[src/rtl/pc_sequencer_pkg.sv]
`default_nettype none
// ============================================================================
// Module      : pc_sequencer_pkg
// Description : Shared encodings for the next-PC sequencer.
//               Covers PC-select codes, sequencer states and trap cause codes.
// Revision    : 1.0 - initial release
// ============================================================================
package pc_sequencer_pkg;

  // PC select encodings presented to the program counter
  localparam logic [1:0] PS_HOLD  = 2'b00;
  localparam logic [1:0] PS_INC   = 2'b01;
  localparam logic [1:0] PS_REDIR = 2'b10;
  localparam logic [1:0] PS_VEC   = 2'b11;

  // Sequencer states
  typedef enum logic [1:0] {
    ST_BOOT  = 2'd0,
    ST_RUN   = 2'd1,
    ST_FLUSH = 2'd2,
    ST_HALT  = 2'd3
  } state_t;

  // Trap cause codes
  localparam logic [1:0] CAUSE_NONE = 2'b00;
  localparam logic [1:0] CAUSE_EXT  = 2'b01;
  localparam logic [1:0] CAUSE_MIS  = 2'b10;

endpackage : pc_sequencer_pkg
`default_nettype wire

[src/rtl/pc_sequencer.sv]
`default_nettype none
// ============================================================================
// Module      : pc_sequencer
// Description : Next-PC controller. Chooses hold / PC+4 / redirect / vector
//               each cycle. Owns the boot sequence, the post-redirect flush
//               bubble, the exception PC and the double-fault halt.
// Revision    : 1.0 - initial release
// ============================================================================
module pc_sequencer
  import pc_sequencer_pkg::*;
#(
  parameter logic [63:0] RESET_VECTOR = 64'h0000_0000_0000_0000,
  parameter logic [63:0] TRAP_VECTOR  = 64'h0000_0000_0000_0100,
  parameter int          FLUSH_CYCLES = 2
) (
  input  logic        clock,
  input  logic        reset,
  input  logic [63:0] pc_out,
  input  logic [63:0] pc4,
  input  logic        stall,
  input  logic        branch_taken,
  input  logic [63:0] branch_target,
  input  logic        jump,
  input  logic [63:0] jump_target,
  input  logic        trap_req,
  input  logic        mret,
  output logic [63:0] pc_in,
  output logic [1:0]  ps,
  output logic        flush,
  output logic        fetch_valid,
  output logic [63:0] epc,
  output logic [1:0]  cause,
  output logic        halted
);

  // Counter value loaded on FLUSH entry; FLUSH lasts FLUSH_CYCLES cycles
  localparam logic [1:0] c_flush_init = 2'(FLUSH_CYCLES - 1);

  state_t      r_state, w_state_nxt;
  logic [1:0]  r_flush_cnt, w_flush_cnt_nxt;
  logic [63:0] r_epc, w_epc_nxt;
  logic [1:0]  r_cause, w_cause_nxt;
  logic        r_in_trap, w_in_trap_nxt;
  logic        w_misaligned;
  logic        w_take_trap;

  assign epc   = r_epc;
  assign cause = r_cause;

  // A misaligned target only matters for the redirect that would win (jump over branch)
  assign w_misaligned = jump ? (jump_target[1:0] != 2'b00)
                             : (branch_taken && (branch_target[1:0] != 2'b00));

  // Traps are taken from RUN (external or misaligned) and from FLUSH (external only)
  assign w_take_trap = ((r_state == ST_RUN) && (trap_req || w_misaligned)) ||
                       ((r_state == ST_FLUSH) && trap_req);

  // State and architectural registers
  always_ff @(posedge clock) begin
    if (reset) begin
      r_state     <= ST_BOOT;
      r_flush_cnt <= 2'd0;
      r_epc       <= 64'd0;
      r_cause     <= CAUSE_NONE;
      r_in_trap   <= 1'b0;
    end else begin
      r_state     <= w_state_nxt;
      r_flush_cnt <= w_flush_cnt_nxt;
      r_epc       <= w_epc_nxt;
      r_cause     <= w_cause_nxt;
      r_in_trap   <= w_in_trap_nxt;
    end
  end

  // Next-state decode and PC-select outputs
  always_comb begin
    w_state_nxt     = r_state;
    w_flush_cnt_nxt = r_flush_cnt;
    w_epc_nxt       = r_epc;
    w_cause_nxt     = r_cause;
    w_in_trap_nxt   = r_in_trap;
    ps              = PS_HOLD;
    pc_in           = pc4;
    flush           = 1'b0;
    fetch_valid     = 1'b0;
    halted          = 1'b0;

    if (w_take_trap) begin
      flush = 1'b1;
      if (r_in_trap) begin
        // Fault inside the handler: stop for good
        w_state_nxt = ST_HALT;
        ps          = PS_HOLD;
      end else begin
        ps              = PS_VEC;
        pc_in           = TRAP_VECTOR;
        w_epc_nxt       = pc_out;
        w_cause_nxt     = trap_req ? CAUSE_EXT : CAUSE_MIS;
        w_in_trap_nxt   = 1'b1;
        w_state_nxt     = ST_FLUSH;
        w_flush_cnt_nxt = c_flush_init;
      end
    end else begin
      case (r_state)
        ST_BOOT: begin
          ps          = PS_VEC;
          pc_in       = RESET_VECTOR;
          flush       = 1'b1;
          w_state_nxt = ST_RUN;
        end
        ST_RUN: begin
          if (mret) begin
            ps              = PS_REDIR;
            pc_in           = r_epc;
            flush           = 1'b1;
            w_in_trap_nxt   = 1'b0;
            w_cause_nxt     = CAUSE_NONE;
            w_state_nxt     = ST_FLUSH;
            w_flush_cnt_nxt = c_flush_init;
          end else if (jump || branch_taken) begin
            ps              = PS_REDIR;
            pc_in           = jump ? jump_target : branch_target;
            flush           = 1'b1;
            w_state_nxt     = ST_FLUSH;
            w_flush_cnt_nxt = c_flush_init;
          end else if (stall) begin
            ps          = PS_HOLD;
            fetch_valid = 1'b1;
          end else begin
            ps          = PS_INC;
            pc_in       = pc4;
            fetch_valid = 1'b1;
          end
        end
        ST_FLUSH: begin
          // Redirects seen here come from killed instructions and are dropped
          flush = 1'b1;
          if (r_flush_cnt == 2'd0) begin
            w_state_nxt = ST_RUN;
          end else begin
            w_flush_cnt_nxt = r_flush_cnt - 2'd1;
          end
        end
        default: begin
          flush  = 1'b1;
          halted = 1'b1;
        end
      endcase
    end

    // Reset presents the boot request regardless of the current state
    if (reset) begin
      ps          = PS_VEC;
      pc_in       = RESET_VECTOR;
      flush       = 1'b1;
      fetch_valid = 1'b0;
      halted      = 1'b0;
    end
  end

endmodule : pc_sequencer
`default_nettype wire

[config.mk]
export PLATFORM = sky130hd
export DESIGN_NAME = pc_sequencer
export DESIGN_NICKNAME = d
export VERILOG_FILES = /design/src/rtl/pc_sequencer_pkg.sv /design/src/rtl/pc_sequencer.sv
export SDC_FILE = /design/constraint.sdc
export NUM_CORES = 1
export LEC_CHECK = 0
export BUFFER_PORTS_ARGS = -buffer_cell sky130_fd_sc_hd__buf_2
export CAP_MARGIN = 25
export CORE_AREA = 5 5 151 153
export DETAILED_ROUTE_END_ITERATION = 7
export DIE_AREA = 0 0 156 158
export GPL_TIMING_DRIVEN = 0
export PLACE_DENSITY = 0.53
export REMOVE_ABC_BUFFERS = 1
export SLEW_MARGIN = 20
export SYNTH_ARGS = -nofsm -noshare
export SYNTH_HDL_FRONTEND = slang
export SYNTH_SLANG_ARGS = --single-unit
[constraint.sdc]
create_clock -name clock -period 1.5 [get_ports clock]
set_input_delay 0.075 -clock clock [delete_from_list [all_inputs] [get_ports clock]]
set_output_delay 0.075 -clock clock [all_outputs]
set_load 0.005 [all_outputs]
After elaboration in Yosys (flattened, before gate mapping)
Cells that the tools add are included.
{"block": "totals", "reg_bits": 71, "latchBits": 0, "mem_bits_rw": 0, "mem_bits_ro": 0, "inputBits": 263, "out_inout_bits": 135, "elab_cells": 81, "mem_count": 0}
{"block": "classes", "add_sub_neg": 1, "mul": 0, "div_mod_pow": 0, "magnitude_cmp": 0, "eq_ne": 6, "n_shift": 0, "n_mux": 48, "bitwise": 1, "reduce_logical": 20}
{"op": "2-to-1 mux 64 bit", "n": 6}
{"op": "one-hot mux 64 bit (2 select lines)", "n": 1}
{"op": "2-to-1 mux 2 bit", "n": 19}
{"op": "2-to-1 mux 1 bit", "n": 19}
{"op": "one-hot mux 2 bit (2 select lines)", "n": 2}
{"op": "nonzero test 2 bit", "n": 4}
{"op": "one-hot mux 2 bit (3 select lines)", "n": 1}
{"op": "AND reduction 3 bit", "n": 2}
{"op": "zero test 2 bit", "n": 2}
{"op": "!= test 4 x 3 -> 1 bit, second input constant", "n": 1}
{"op": "AND reduction 2 bit", "n": 2}
{"op": "AND reduction 4 bit", "n": 1}
{"op": "nonzero test 4 bit", "n": 1}
{"op": "logical AND 1 bit", "n": 3}
{"op": "logical OR 1 bit", "n": 3}
{"op": "!= test 3 x 2 -> 1 bit, second input constant", "n": 1}
{"op": "!= test 3 bit, second input constant", "n": 1}
{"op": "nonzero test 3 bit", "n": 1}
{"op": "OR reduction 3 bit", "n": 1}
{"op": "== test 2 x 1 -> 1 bit, second input constant", "n": 1}
{"op": "== test 2 bit, second input constant", "n": 1}
{"op": "!= test 2 bit, second input constant", "n": 1}
{"op": "subtractor 2 x 1 -> 2 bit, second input constant", "n": 1}
{"op": "NOT 1 bit", "n": 1}

Depth between registers and ports, before layout
{"block": "depth", "depth_word": 8, "ltp_mapped": 8, "depth_no_buf": 5}

Worst setup path before layout
OpenSTA, ideal clock, no wires.
{"block": "synth_timing", "kind": "input to output", "startpoint": "in trap_req", "endpoint": "out pc_in[10]", "arrival_ns": 1.620, "t_required_ns": 1.425, "slack_ns": -0.195, "cell_stages": 6, "n_path_buf": 2, "path_cell_list": "buf_6 > or4_4 > nor2b_4 > a211oi_4 > buf_6 > a22o_1"}
{"block": "synth_via", "elab_chain_cells": 5, "elab_cells_between_ends": 6, "classes_between": "2 x mux; 4 x reduce/logical"}
{"element": "start: declaration", "line": "pc_sequencer.sv:25", "source": "input logic trap_req,"}
{"element": "logical OR 1 bit", "line": "pc_sequencer.sv:55", "source": "assign w_take_trap = ((r_state == ST_RUN) && (trap_req || w_misaligned)) ||"}
{"element": "logical AND 1 bit", "line": "pc_sequencer.sv:55"}
{"element": "logical OR 1 bit (*)", "line": "pc_sequencer.sv:55"}
{"element": "2-to-1 mux 64 bit (*)", "line": "pc_sequencer.sv:88", "source": "if (w_take_trap) begin"}
{"element": "2-to-1 mux 64 bit (*)", "line": "pc_sequencer.sv:152", "source": "if (reset) begin"}
{"element": "end: declaration", "line": "pc_sequencer.sv:27", "source": "output logic [63:0] pc_in,"}
Every way passes the cells marked *; elsewhere a longest branch is shown, timed or not.

Worst setup path in the final report
{"block": "layout_timing", "startpoint": "reg r_in_trap", "endpoint": "out pc_in[28]"}
{"block": "layout_via", "elab_chain_cells": 3}
{"element": "start: declaration", "line": "pc_sequencer.sv:43", "source": "logic r_in_trap, w_in_trap_nxt;"}
{"element": "start signal: assignment", "line": "pc_sequencer.sv:71", "source": "r_in_trap <= w_in_trap_nxt;"}
{"element": "2-to-1 mux 64 bit", "line": "pc_sequencer.sv:90", "source": "if (r_in_trap) begin"}
{"element": "2-to-1 mux 64 bit", "line": "pc_sequencer.sv:88"}
{"element": "2-to-1 mux 64 bit", "line": "pc_sequencer.sv:152"}
No other way between the ends.

==> summary.md <==
| Metric | Value |
|---|---|
| Status | `finished with violations` |
| Failing checks | `negative setup slack` |
| Layout cells sized above 1 | `~48%` |
| Arrival @ worst endpoint | `~2.2 ns` |
| Post-synthesis register bit count | `71` |
| Vias | `7,186` |
| Number of global-route vias before repair | `6,643` |
| Die Y | `between 150 and 200 um` |
| Total gr overflow | `0` |
| CP max stage delay | `around 0.39 ns` |
| Number of buffers created by CTS | `9` |
| Ports | `398` |
| Required time worst endpoint | `1.42 ns` |
| CTS root buf | `clkbuf_16` |
| Finished Layout Cells | `1,359` |
| CP endpoint kind | `primary output` |
| # setup viols final | `135` |
| Synth cell count leaders | `a21oi_1, dfxtp_1, clkbuf_1, nand2_1, o21ai_0` |
| Slew Viols, Final | `0` |
| Avg WL per Cell | `20.8 um` |
| Fin crit period | `2.26 ns` |
| CTS tree | `built` |
| WS Path Type | `reg -> out` |
| Top-count cell post-synth | `a21oi_1` |
| Core Footprint | `around 21,000 um^2` |
| Routed vias/inst | `5.29` |
| Main combinational cell family by area after synthesis | `compound AO/OA/AOI/OAI gates` |
| Mapped Cells | `around 680` |
| Clock transition at path regs | `roughly 0.060 ns` |
| DRC viols | `0` |
| Fin worst setup slack | `-0.761 ns` |
| Mean Syn Cell Area | `around 7.4 um^2` |
| Crit path from | `r_in_trap$_SDFFE_PP0P_` |
| Core Rows | `54` |
| Number of nets in the layout | `1,338` |
| Post-synth EDFFs | `0` |
| Peak fanout along the critical path | `6` |
| First-pass DRT Iterations | `5` |
| Die Area | `~25,000 um^2` |
| Hold_ws | `about 0.020 ns` |
| Compound-cell area share of the yosys netlist | `a little under half` |
| Sequential share of the synthesized area | `approximately 28%` |
| Final Hold Fails | `0` |
| Crit path buffers/inverters | `5` |
| Total Wirelength | `about 28,000 um` |
| Antenna violations before repair | `1` |
| Port bufs | `about 400` |
| CP max stage cell | `dfxtp_4` |
| P_leak | `~4 nW` |
| Cell Count Post-Placement | `between 1,000 and 1,500` |
| Clock Latency Late Sink | `about 0.33 ns` |
| Relative slew margins | `57.7%` |
| Critical-path cell list | `clkinv_8 > buf_16 > a211o_1 > a211oi_4 > buf_6 > buf_12 > a22o_1 > buf_2` |
| Synth top area cells | `dfxtp_1, a22o_1, o211ai_1, a22oi_1, a21oi_1` |
| Worst Max-Slew Pin Slew | `about 0.64 ns` |
| Final GP Congestion | `about 0.8` |
| Mux contribution to synthesized area | `0%` |
| Hold crit path type | `in -> reg` |
| Worst Hold Launch | `pc_out[13]` |
| Max Cap Violations | `0` |
| Global-route wire length before repair | `approximately 38,000 um` |
| Longest Clk Path Bufs | `2` |
| Maximum VDD drop | `about 0.00054 V` |
| Post-synth cell types | `48` |
| Ys flop type | `dfxtp_1` |
| Post-synthesis adder-cell area fraction | `less than 1%` |
| Cell area after synthesis | `~5000 um^2` |
| FILL cells | `between 2,000 and 2,500` |
| H-Tree Level Count | `3` |
| Area delta synth->final | `73.2%` |
| Post-Synth XOR/XNOR Area | `0.175%` |
| Clock skew | `between 0.005 and 0.006 ns` |
| Tot GR Track Use | `about a fifth` |
| Post-synth top area cell | `dfxtp_1` |
| Ys Warns | `0` |
| RSZ-0062 raised after global routing | `yes` |
| Clock Sink Count | `71` |
| DRT antenna net count | `0` |
| Crit start category | `flop` |
| Post-synth top area share | `around 28%` |
| Post-synth ARST share | `0%` |
| Antenna diode instance count | `0` |
| Cell family with most CP delay | `compound AO/OA/AOI/OAI gates` |
| Reg2reg start | `r_in_trap$_SDFFE_PP0P_` |
| Hpwl dp | `between 15,000 and 20,000 um` |
| DIE WIDTH | `around 160 um` |
| Power Density | `~900 nW/um^2` |
| Final period utilization | `151%` |
| Starting DRC count in detailed routing | `between 400 and 500` |
| Initial cell density of the core | `roughly a quarter` |
| Max Fclk | `442 MHz` |
| Post-Synth Simple-Gate Area | `15.4%` |
| Largest net degree at the start of global routing | `76` |
## worst paths after layout
path,end,slack (ns),cells past startpoint
min,epc[13]$_SDFFE_PP0P_,0.02,3
max reg2reg,epc[6]$_SDFFE_PP0P_,-0.25,5
min reg2reg,epc[32]$_SDFFE_PP0P_,0.48,2
max,pc_in[28],-0.76,8
## worst reg2reg max path, delay by kind of cell (launching register included)
family	cells	cell delay, ns
AO/OA/AOI/OAI	2	0.68
buffers and inverters	2	0.43
flip-flops	1	0.37
AND/OR/NAND/NOR	1	0.14
## area by class of cell
class,instances,area (um^2),share of cell area (%)
Clock buffer,11,253,2.92
Clock inverter,5,80.1,0.926
Inverter,7,38.8,0.448
Multi-Input combinational cell,514,3350,38.7
Sequential cell,71,1430,16.6
Tap cell,280,350,4.05
Timing Repair Buffer,470,3140,36.3
Timing Repair inverter,1,5.00,0.0579
## registers in the layout, summed over array words and instances (netlist names)
signal / count
epc: 64
cause: 2
r_flush_cnt: 2
r_state: 2
r_in_trap: 1
## routing by layer
layer	global-route usage, %	vias to the layer above	wire [um]
met1	25.6	3419	12000
met3	4.29	37	2100
met2	33.8	316	13700
met4	4.54	2	552
li1	-	3412	-
met5	0	-	13
## power breakdown
group | switching, mW | total [mW] | internal [mW]
Sequential | 0.187 | 2.29 | 2.10
Clock | 0.865 | 2.41 | 1.54
Combinational | 1.47 | 2.93 | 1.45
Total | 2.53 | 7.62 | 5.10
## cell families (layout without fill, tap and decap cells)
group           count (synthesis)  count (layout)
flops                          71              71
compound gates                347             349
simple gates                  161             163
buf+inv                        96             494
xor+xnor                        1               1
fa+ha+maj                       1               1
## through the flow
step	util, %	TNS (ns)	total power [mW]	area, um^2	setup slack [ns]
after floorplan	-	-362.04	3.27	4600	-3.44
after global placement	32.4	-780.72	4.40	6940	-7.62
after detailed placement	34.0	-167.07	4.56	7290	-1.64
after CTS	38.9	-62.37	7.49	8340	-0.793
after global routing	40.4	-65.64	8.05	8650	-0.833
final	40.4	-56.33	7.62	8650	-0.761
## cells in the final DEF, fill, tap and decap left out, drive strengths merged, types with 2 or more instances in the layout
cell type,n
dfxtp,71
o21ai,67
buf,458
nor4b,3
clkbuf,15
inv,6
clkinvlp,2
clkinv,3
nand2b,2
and3b,2
a22o,62
nand3,65
nor2,9
o211ai,64
a221oi,2
a2111o,4
bufinv,2
a22oi,62
dlygate4sd3,5
a21oi,72
a31oi,2
nor2b,4
bufbuf,3
nand2,69
a211oi,4
nor3,2
## repair_timing
item	4_1_cts	5_1_grt
setup endpoints to repair	138	137
resized for setup	55	28
pin swaps	36	16
cloned	9	8
buffers inserted	30	11
hold buffers	5	0
endpoints found under the hold margin	5	0
(Power assumes the default switching activity.)
